`src/rtl/extend_unit.sv`:
```
// Registered 16-to-32-bit immediate extender (zero/sign), one-cycle latency.
// Optional 8-bit source mode is compiled in when EXTEND_BYTE_EN is defined.
module extend_unit #(
  parameter int IN_W  = 16,
  parameter int OUT_W = 32
) (
  input  logic             clk,
  input  logic             rst,
  input  logic             in_valid,
  input  logic [IN_W-1:0]  a,
  input  logic             sext,
  input  logic             byte_sel,
  output logic [OUT_W-1:0] b,
  output logic             out_valid,
  output logic             neg
);

  // Handshake: valid-only, no ready. Every cycle with in_valid=1 is accepted;
  // out_valid is in_valid delayed one edge, while b/neg hold between samples.

  logic [OUT_W-1:0] ext;

`ifdef EXTEND_BYTE_EN
  always_comb begin
    ext = '0;
    if (byte_sel) begin
      ext = {{24{sext & a[7]}}, a[7:0]};
    end else begin
      ext = {{16{sext & a[15]}}, a[15:0]};
    end
  end
`else
  logic unused_byte_sel;
  assign unused_byte_sel = byte_sel;

  always_comb begin
    ext = {{16{sext & a[15]}}, a[15:0]};
  end
`endif

  always_ff @(posedge clk or posedge rst) begin
    if (rst) begin
      b         <= '0;
      neg       <= 1'b0;
      out_valid <= 1'b0;
    end else begin
      out_valid <= in_valid;
      if (in_valid) begin
        b   <= ext;
        neg <= ext[OUT_W-1];
      end
    end
  end

endmodule

```
`config.mk`:
```
export PLATFORM = sky130hd
export DESIGN_NAME = extend_unit
export DESIGN_NICKNAME = d
export VERILOG_FILES = /design/src/rtl/extend_unit.sv
export SDC_FILE = /design/constraint.sdc
export NUM_CORES = 1
export LEC_CHECK = 0
export ABC_AREA = 1
export BUFFER_PORTS_ARGS = -buffer_cell sky130_fd_sc_hd__buf_2
export CORE_MARGIN = 2
export CORE_UTILIZATION = 30
export DETAILED_ROUTE_END_ITERATION = 8
export PLACE_DENSITY = 0.66
export SLEW_MARGIN = 20
export SYNTH_ARGS = -nofsm -noshare
export SYNTH_HDL_FRONTEND = slang
export SYNTH_SLANG_ARGS = --single-unit
export TNS_END_PERCENT = 1
```
`constraint.sdc`:
```
create_clock -name clk -period 1.5 [get_ports clk]
set_input_delay 0.15 -clock clk [delete_from_list [all_inputs] [get_ports clk]]
set_output_delay 0.15 -clock clk [all_outputs]
set_load 0.01 [all_outputs]
```
==> impl_summary.log, run 1 <==
INFO  metric run_status = finished, final reports clean
INFO  metric cts_tree = yes
INFO  metric crit_required = 1.35 ns
INFO  metric grt_first_pass_wirelength = 2680 µm
INFO  metric cts_root_buf = clkbuf_4
INFO  metric finalNonFillerCells = 159
INFO  metric synthCells = 90
INFO  metric ant_nets = 0
INFO  metric clock_skew = 0 ns
INFO  metric holdPathEnd = b[7]$_DFFE_PP0P_
INFO  metric pwr_density_cell = 983 nW/µm²
INFO  metric cellLeakagePower = 0.628 nW
INFO  metric fmaxAchievable = 0.836 GHz
INFO  metric maxSlewViolCount = 0
INFO  metric worst-r2r-cell-count = 2
INFO  metric drt_iter0_markers = 18
INFO  metric place_inst = 155
INFO  metric timing.setup.tns = 0 ns
INFO  metric synth_top_area_share = 54.2%
INFO  metric maximum_number_of_pins_on_one_net_before_global_route_repair = 20
INFO  metric drc_errors = 0
INFO  metric power.ir.vdd_worst = 0.438 mV
INFO  metric totalWireLength = 1610 µm
INFO  metric htreeDepth = 1
INFO  metric cp_num_buf_inv = 1
INFO  metric whs_path_depth = 3
INFO  metric floorplan_core_area = 2690 µm²
INFO  metric timing.max_cap.violations = 0
INFO  metric worst_pin_slew = 0.707 ns
INFO  metric drive_above_1_share = 48.4%
INFO  metric synthesis.nets = 111
INFO  metric vias = 664
INFO  metric port-buffer-count = 53
INFO  metric worstReg2RegStart = b[16]$_DFFE_PP0P_
INFO  metric final-setup-viol-count = 0
INFO  metric detailed_route_vias_per_instance = 4.18
INFO  metric hold_fix_buffers_at_cts = 1
INFO  metric worst_skew_pair.late_latency = 0.28 ns
INFO  metric total_power = 0.000990 W
INFO  metric avgSynthCellArea = 9.23 µm²
INFO  metric num_antenna_cells = 0
INFO  metric critical_path.slowest_cell = dfrtp_1
INFO  metric holdCritStartpoint = a[7]
INFO  metric finish.net_count = 151
INFO  metric initial_core_util = 30.9%
INFO  metric ys_warn_count = 0
INFO  metric cts_inserted_buffers = 3
INFO  metric dieHeight = 56.6 µm
INFO  metric grt-ovfl-total = 0
INFO  metric synth_area = 831 µm²
INFO  metric unrepaired_setup_endpoints_after_global_routing = false
INFO  metric fin_crit = 1.20 ns
INFO  metric synth_seq_cells = 18
INFO  metric drt_pre_antenna_iters = 4
INFO  metric antenna_violations_before_repair = 0
INFO  metric r2r_setup_slack = 0.72 ns
INFO  metric r2r-end = b[16]$_DFFE_PP0P_
INFO  metric placementRows = 19
INFO  metric ys_types = 10
INFO  metric die_w = 56.6 µm
INFO  metric crit_arrival = 1.05 ns
INFO  metric placer_congestion_estimate = 0.650
INFO  metric crit_chain = buf_2
INFO  metric min_period_over_period = 79.8%
INFO  metric first_global_vias = 612
INFO  metric finalHoldViolations = 0
INFO  metric slew_headroom = 52.8%
INFO  metric end_kind = output port
INFO  metric clockBufferDepth = 2
INFO  metric crit_family = flip-flops
INFO  metric critical-path-max-stage-delay = 0.56 ns
INFO  metric floorplan.die_area = 3210 µm²
INFO  metric hpwl = 1200 µm
INFO  metric timing.setup.critical_path_class = register to output port
INFO  metric timing.critical_path.from_type = register
INFO  metric clk_transition_reported_paths = 0.10 ns
INFO  metric netlist_top_cells_area = dfrtp_1, nand2_1, buf_4
INFO  metric ioPinCount = 55
INFO  metric groute.usage.overall = 10.8%
INFO  metric area_growth_syn_to_layout = 21.2%
INFO  metric detail_route.wl_per_cell = 10.1 µm
INFO  metric netlist.top_cell.by_area = dfrtp_1
INFO  metric numClockSinks = 18
INFO  metric path_max_fanout = 18
INFO  metric hold_class = input pin to register
INFO  metric post_cts_resized = 0
INFO  metric synth_seq_area_share = 54.2%
INFO  metric post-cts-setup-buffers = 0
## cells by family (layout without fill, tap and decap cells)
family                 count (synthesis)  after routing  share of synthesized area (%)
DFF                                   18             18                           54.2
buffers and inverters                 21             59                           21.1
and+or+nand+nor                       51             51                           24.7
## cell type report
| type | instances | area (µm²) |
|---|---|---|
| sequential | 18 | 450 |
| timing repair buffer | 54 | 275 |
| clock buffer | 3 | 22.5 |
| inverter | 2 | 15.0 |
| tap | 31 | 38.8 |
| fill | 299 | 1680 |
| multi-input combinational | 51 | 205 |
## worst max-delay path by stage
| stage | to | from | depth (start not counted) | slack [ns] |
|---|---|---|---|---|
| floorplan | b[16] | b[16]$_DFFE_PP0P_ | 1 | 0.54 |
| global placement | b[16]$_DFFE_PP0P_ | in_valid | 4 | 0.63 |
| detailed placement | b[12]$_DFFE_PP0P_ | in_valid | 4 | 0.59 |
| CTS | b[24] | b[16]$_DFFE_PP0P_ | 1 | 0.27 |
| global route | b[27] | b[16]$_DFFE_PP0P_ | 1 | 0.20 |
| finish | b[24] | b[16]$_DFFE_PP0P_ | 1 | 0.30 |
## per-stage QoR
stage          util (%)  hold WS (ns)  area (µm²)  setup slack, ns
6_report           37.5        0.0607        1010            0.304
5_1_grt            37.5        0.0544        1010            0.200
4_1_cts            37.5        0.0506        1010            0.268
3_5_place_dp       36.3         0.284         975            0.592
3_3_place_gp       36.3         0.267         975            0.632
2_1_floorplan         -        0.0886         831            0.542
## synthesized netlist by cell type
| cell | number |
|---|---|
| inv_8 | 1 |
| buf_8 | 1 |
| nand3_1 | 1 |
| inv_1 | 1 |
| dfrtp_1 | 18 |
| nand2_2 | 5 |
| buf_4 | 16 |
| buf_6 | 1 |
| clkbuf_8 | 1 |
| nand2_1 | 45 |
## cell usage in the layout, fill, tap and decap left out
master         instances
inv_1                  1
nand3_1                1
nand2_1               45
nand2_2                5
dlygate4sd3_1          1
buf_2                 53
clkbuf_4               3
inv_8                  1
dfrtp_1               18
## power by group
group / total (W) / internal (W) / switching, W
Sequential: 0.000553 / 0.000526 / 0.0000271
Combinational: 0.000207 / 0.0000890 / 0.000118
Clock: 0.000230 / 0.0000931 / 0.000137
## worst reg2reg max path: stages (launching register included)
cell and delay (ns):
dfrtp_1 0.51, nand2_1 0.12, nand2_1 0.06
## routing by layer
metal  vias up  wire, µm  GRT usage (%)
li1        328         -              -
met1       305       626           13.0
met2        29       858           18.4
met3         2       100          0.691
met4         0        24           7.14
met5         -         0              0
## state kept, by name (all words and copies together), names as in the netlist
signal,flops
out_valid,1
b,17
Power figures use the tool's default switching activity.
==> run 2, diff against run 1 <==
PLACE_DENSITY = 0.68   (was 0.66)
clock period = 1 ns   (was 1.5 ns; I/O delays follow)
==> run 2 against run 1 <==
  * The run now ends with setup timing left
  * Worst setup slack worse by 0.35 ns
  * Total power up 62%
  * Cell area up 7.9%
  * First-iteration DRC count down 67%
  * Clock-buffer cell count up 1
  * Sequential share of layout area down 3.2 points
  * Register-to-register slack worse by 0.47 ns
  * Worst hold slack worse by 0.055 ns
  * Final cell count up 5.0%
  * Via count up 3.2%
  * Largest cell class unchanged
  * Largest power group unchanged
==> impl_summary.log, run 2 (synthesis results as in run 1) <==
INFO  metric run_status = finished, violations left
INFO  metric failed_checks = setup timing
INFO  metric final_util = 40.5%
INFO  metric detailedPlace.worstSlack = 0.155 ns
INFO  metric clk_transition_reported_paths = 0.10 ns
INFO  metric global_route.usage.met2 = 17.4%
INFO  metric worst-r2r-cell-count = 2
INFO  metric fmaxAchievable = 0.955 GHz
INFO  metric timing.critical_path.from_type = register
INFO  metric holdCritStartpoint = a[12]
INFO  metric flip_flop_count_of_the_largest_register_after_layout = 17
INFO  metric initial_core_util = 30.9%
INFO  metric worst_pin_slew = 0.282 ns
INFO  metric worst_skew_pair.late_latency = 0.28 ns
INFO  metric fin_crit = 1.05 ns
INFO  metric crit_required = 0.90 ns
INFO  metric r2r-end = b[16]$_DFFE_PP0P_
INFO  metric ioPinCount = 55
INFO  metric totalWireLength = 1640 µm
INFO  metric drt_iter0_markers = 6
INFO  metric crit_family = flip-flops
INFO  metric area_growth_syn_to_layout = 30.9%
INFO  metric groute.layer.met1.usage = 12.8%
INFO  metric placer_congestion_estimate = 0.670
INFO  metric placementRows = 19
INFO  metric cts_root_buf = clkbuf_4
INFO  metric groute.usage.overall = 10.4%
INFO  metric detailed_route_vias_per_instance = 4.10
INFO  metric slew_headroom = 81.2%
INFO  metric floorplan_core_area = 2690 µm²
INFO  metric maximum_number_of_pins_on_one_net_before_global_route_repair = 19
INFO  metric die_w = 56.6 µm
INFO  metric port-buffer-count = 53
INFO  metric hold_class = input pin to register
INFO  metric grt_busiest_layer = met2
INFO  metric post-cts-setup-buffers = 0
INFO  metric hpwl = 1220 µm
INFO  metric grt-ovfl-total = 0
INFO  metric floorplan.die_area = 3210 µm²
INFO  metric ant_nets = 0
INFO  metric largestRegisters = b (17), out_valid (1)
INFO  metric htreeDepth = 1
INFO  metric end_kind = output port
INFO  metric grt.met3_usage = 1.15%
INFO  metric min_period_over_period = 105%
INFO  metric timing.setup.critical_path_class = register to output port
INFO  metric layout.cells.most_common_list = buf_2, nand2_1, dfrtp_1
INFO  metric path_max_fanout = 18
INFO  metric drc_errors = 0
INFO  metric pwr_density_cell = 1470 nW/µm²
INFO  metric detail_route.wl_per_cell = 9.81 µm
INFO  metric cellLeakagePower = 0.664 nW
INFO  metric registers.top_by_ff_count = b
INFO  metric finalHoldViolations = 0
INFO  metric clockBufferDepth = 2
INFO  metric maxSlewViolCount = 0
INFO  metric setup_slack = -0.0469 ns
INFO  metric critical-path-max-stage-delay = 0.50 ns
INFO  metric r2r_setup_slack = 0.25 ns
INFO  metric drive_above_1_share = 48.5%
INFO  metric drt_pre_antenna_iters = 3
INFO  metric num_antenna_cells = 0
INFO  metric grt_first_pass_wirelength = 2570 µm
INFO  metric crit_arrival = 0.95 ns
INFO  metric clock_skew = 0 ns
INFO  metric finish.net_count = 158
INFO  metric dieHeight = 56.6 µm
INFO  metric vias = 685
INFO  metric final-setup-viol-count = 17
INFO  metric critical_path.slowest_cell = dfrtp_2
INFO  metric mostFrequentLayoutCell = buf_2
INFO  metric antenna_violations_before_repair = 0
INFO  metric timing.max_cap.violations = 0
INFO  metric cp_num_buf_inv = 1
INFO  metric whs_path_depth = 3
INFO  metric first_global_vias = 586
INFO  metric worstReg2RegStart = b[16]$_DFFE_PP0P_
INFO  metric cts_inserted_buffers = 3
INFO  metric numClockSinks = 18
INFO  metric power.ir.vdd_worst = 0.753 mV
INFO  metric crit_chain = buf_2
INFO  metric cts_tree = yes
INFO  metric holdPathEnd = b[12]$_DFFE_PP0P_
INFO  metric unrepaired_setup_endpoints_after_global_routing = true
[run 2: worst max path at each step]
stage	startpoint	endpoint	slack [ns]	cells past startpoint
2_1_floorplan	b[16]$_DFFE_PP0P_	b[16]	0.09	1
3_3_place_gp	b[16]$_DFFE_PP0P_	b[27]	0.18	1
3_5_place_dp	b[16]$_DFFE_PP0P_	b[18]	0.15	1
4_1_cts	b[16]$_DFFE_PP0P_	b[18]	-0.07	1
5_1_grt	b[16]$_DFFE_PP0P_	b[19]	-0.11	1
6_report	b[16]$_DFFE_PP0P_	b[18]	-0.05	1
[run 2: stage by stage]
| step | std cells | setup TNS (ns) | power [W] | hold WS, ns | cell area, µm² |
|---|---|---|---|---|---|
| CTS | 167 | -1.18 | 0.00163 | 0.00135 | 1090 |
| global placement | 157 | 0 | 0.00116 | 0.124 | 990 |
| detailed placement | 157 | 0 | 0.00117 | 0.127 | 990 |
| global route | 167 | -1.68 | 0.00169 | 0.00705 | 1090 |
| finish | 167 | -0.776 | 0.00160 | 0.00591 | 1090 |
| floorplan | 90 | 0 | 0.00108 | 0.0386 | 831 |
[run 2: routing by layer]
layer | wire length (µm) | vias to the layer above | share of wire [%]
met4 | 21 | 0 | 1.3
met2 | 833 | 29 | 51
met1 | 666 | 310 | 41
li1 | - | 344 | -
met5 | 0 | - | 0
met3 | 116 | 2 | 7.1
[run 2: layout make-up]
class / instances / area, µm²
clock buffer: 4 / 36.3
inverter: 2 / 15.0
fill: 291 / 1600
sequential: 18 / 452
timing repair buffer: 61 / 340
multi-input combinational: 51 / 205
tap: 31 / 38.8
[run 2: worst register-to-register path: stages (launching register included)]
cell and delay, ns:
dfrtp_2 0.50, nand2_1 0.09, nand2_1 0.06
[run 2: power by group]
part | internal, W | switching (W) | leakage (nW)
clock network | 0.000221 | 0.000217 | 0.0210
registers | 0.000790 | 0.0000429 | 0.218
logic | 0.000152 | 0.000179 | 0.425
total | 0.00116 | 0.000439 | 0.664
[run 2: what timing repair did]
action                                 4_1_cts  5_1_grt
resized for setup                            1        0
setup endpoints to repair                   17       17
endpoints found under the hold margin       23        0
hold buffers                                 6        0
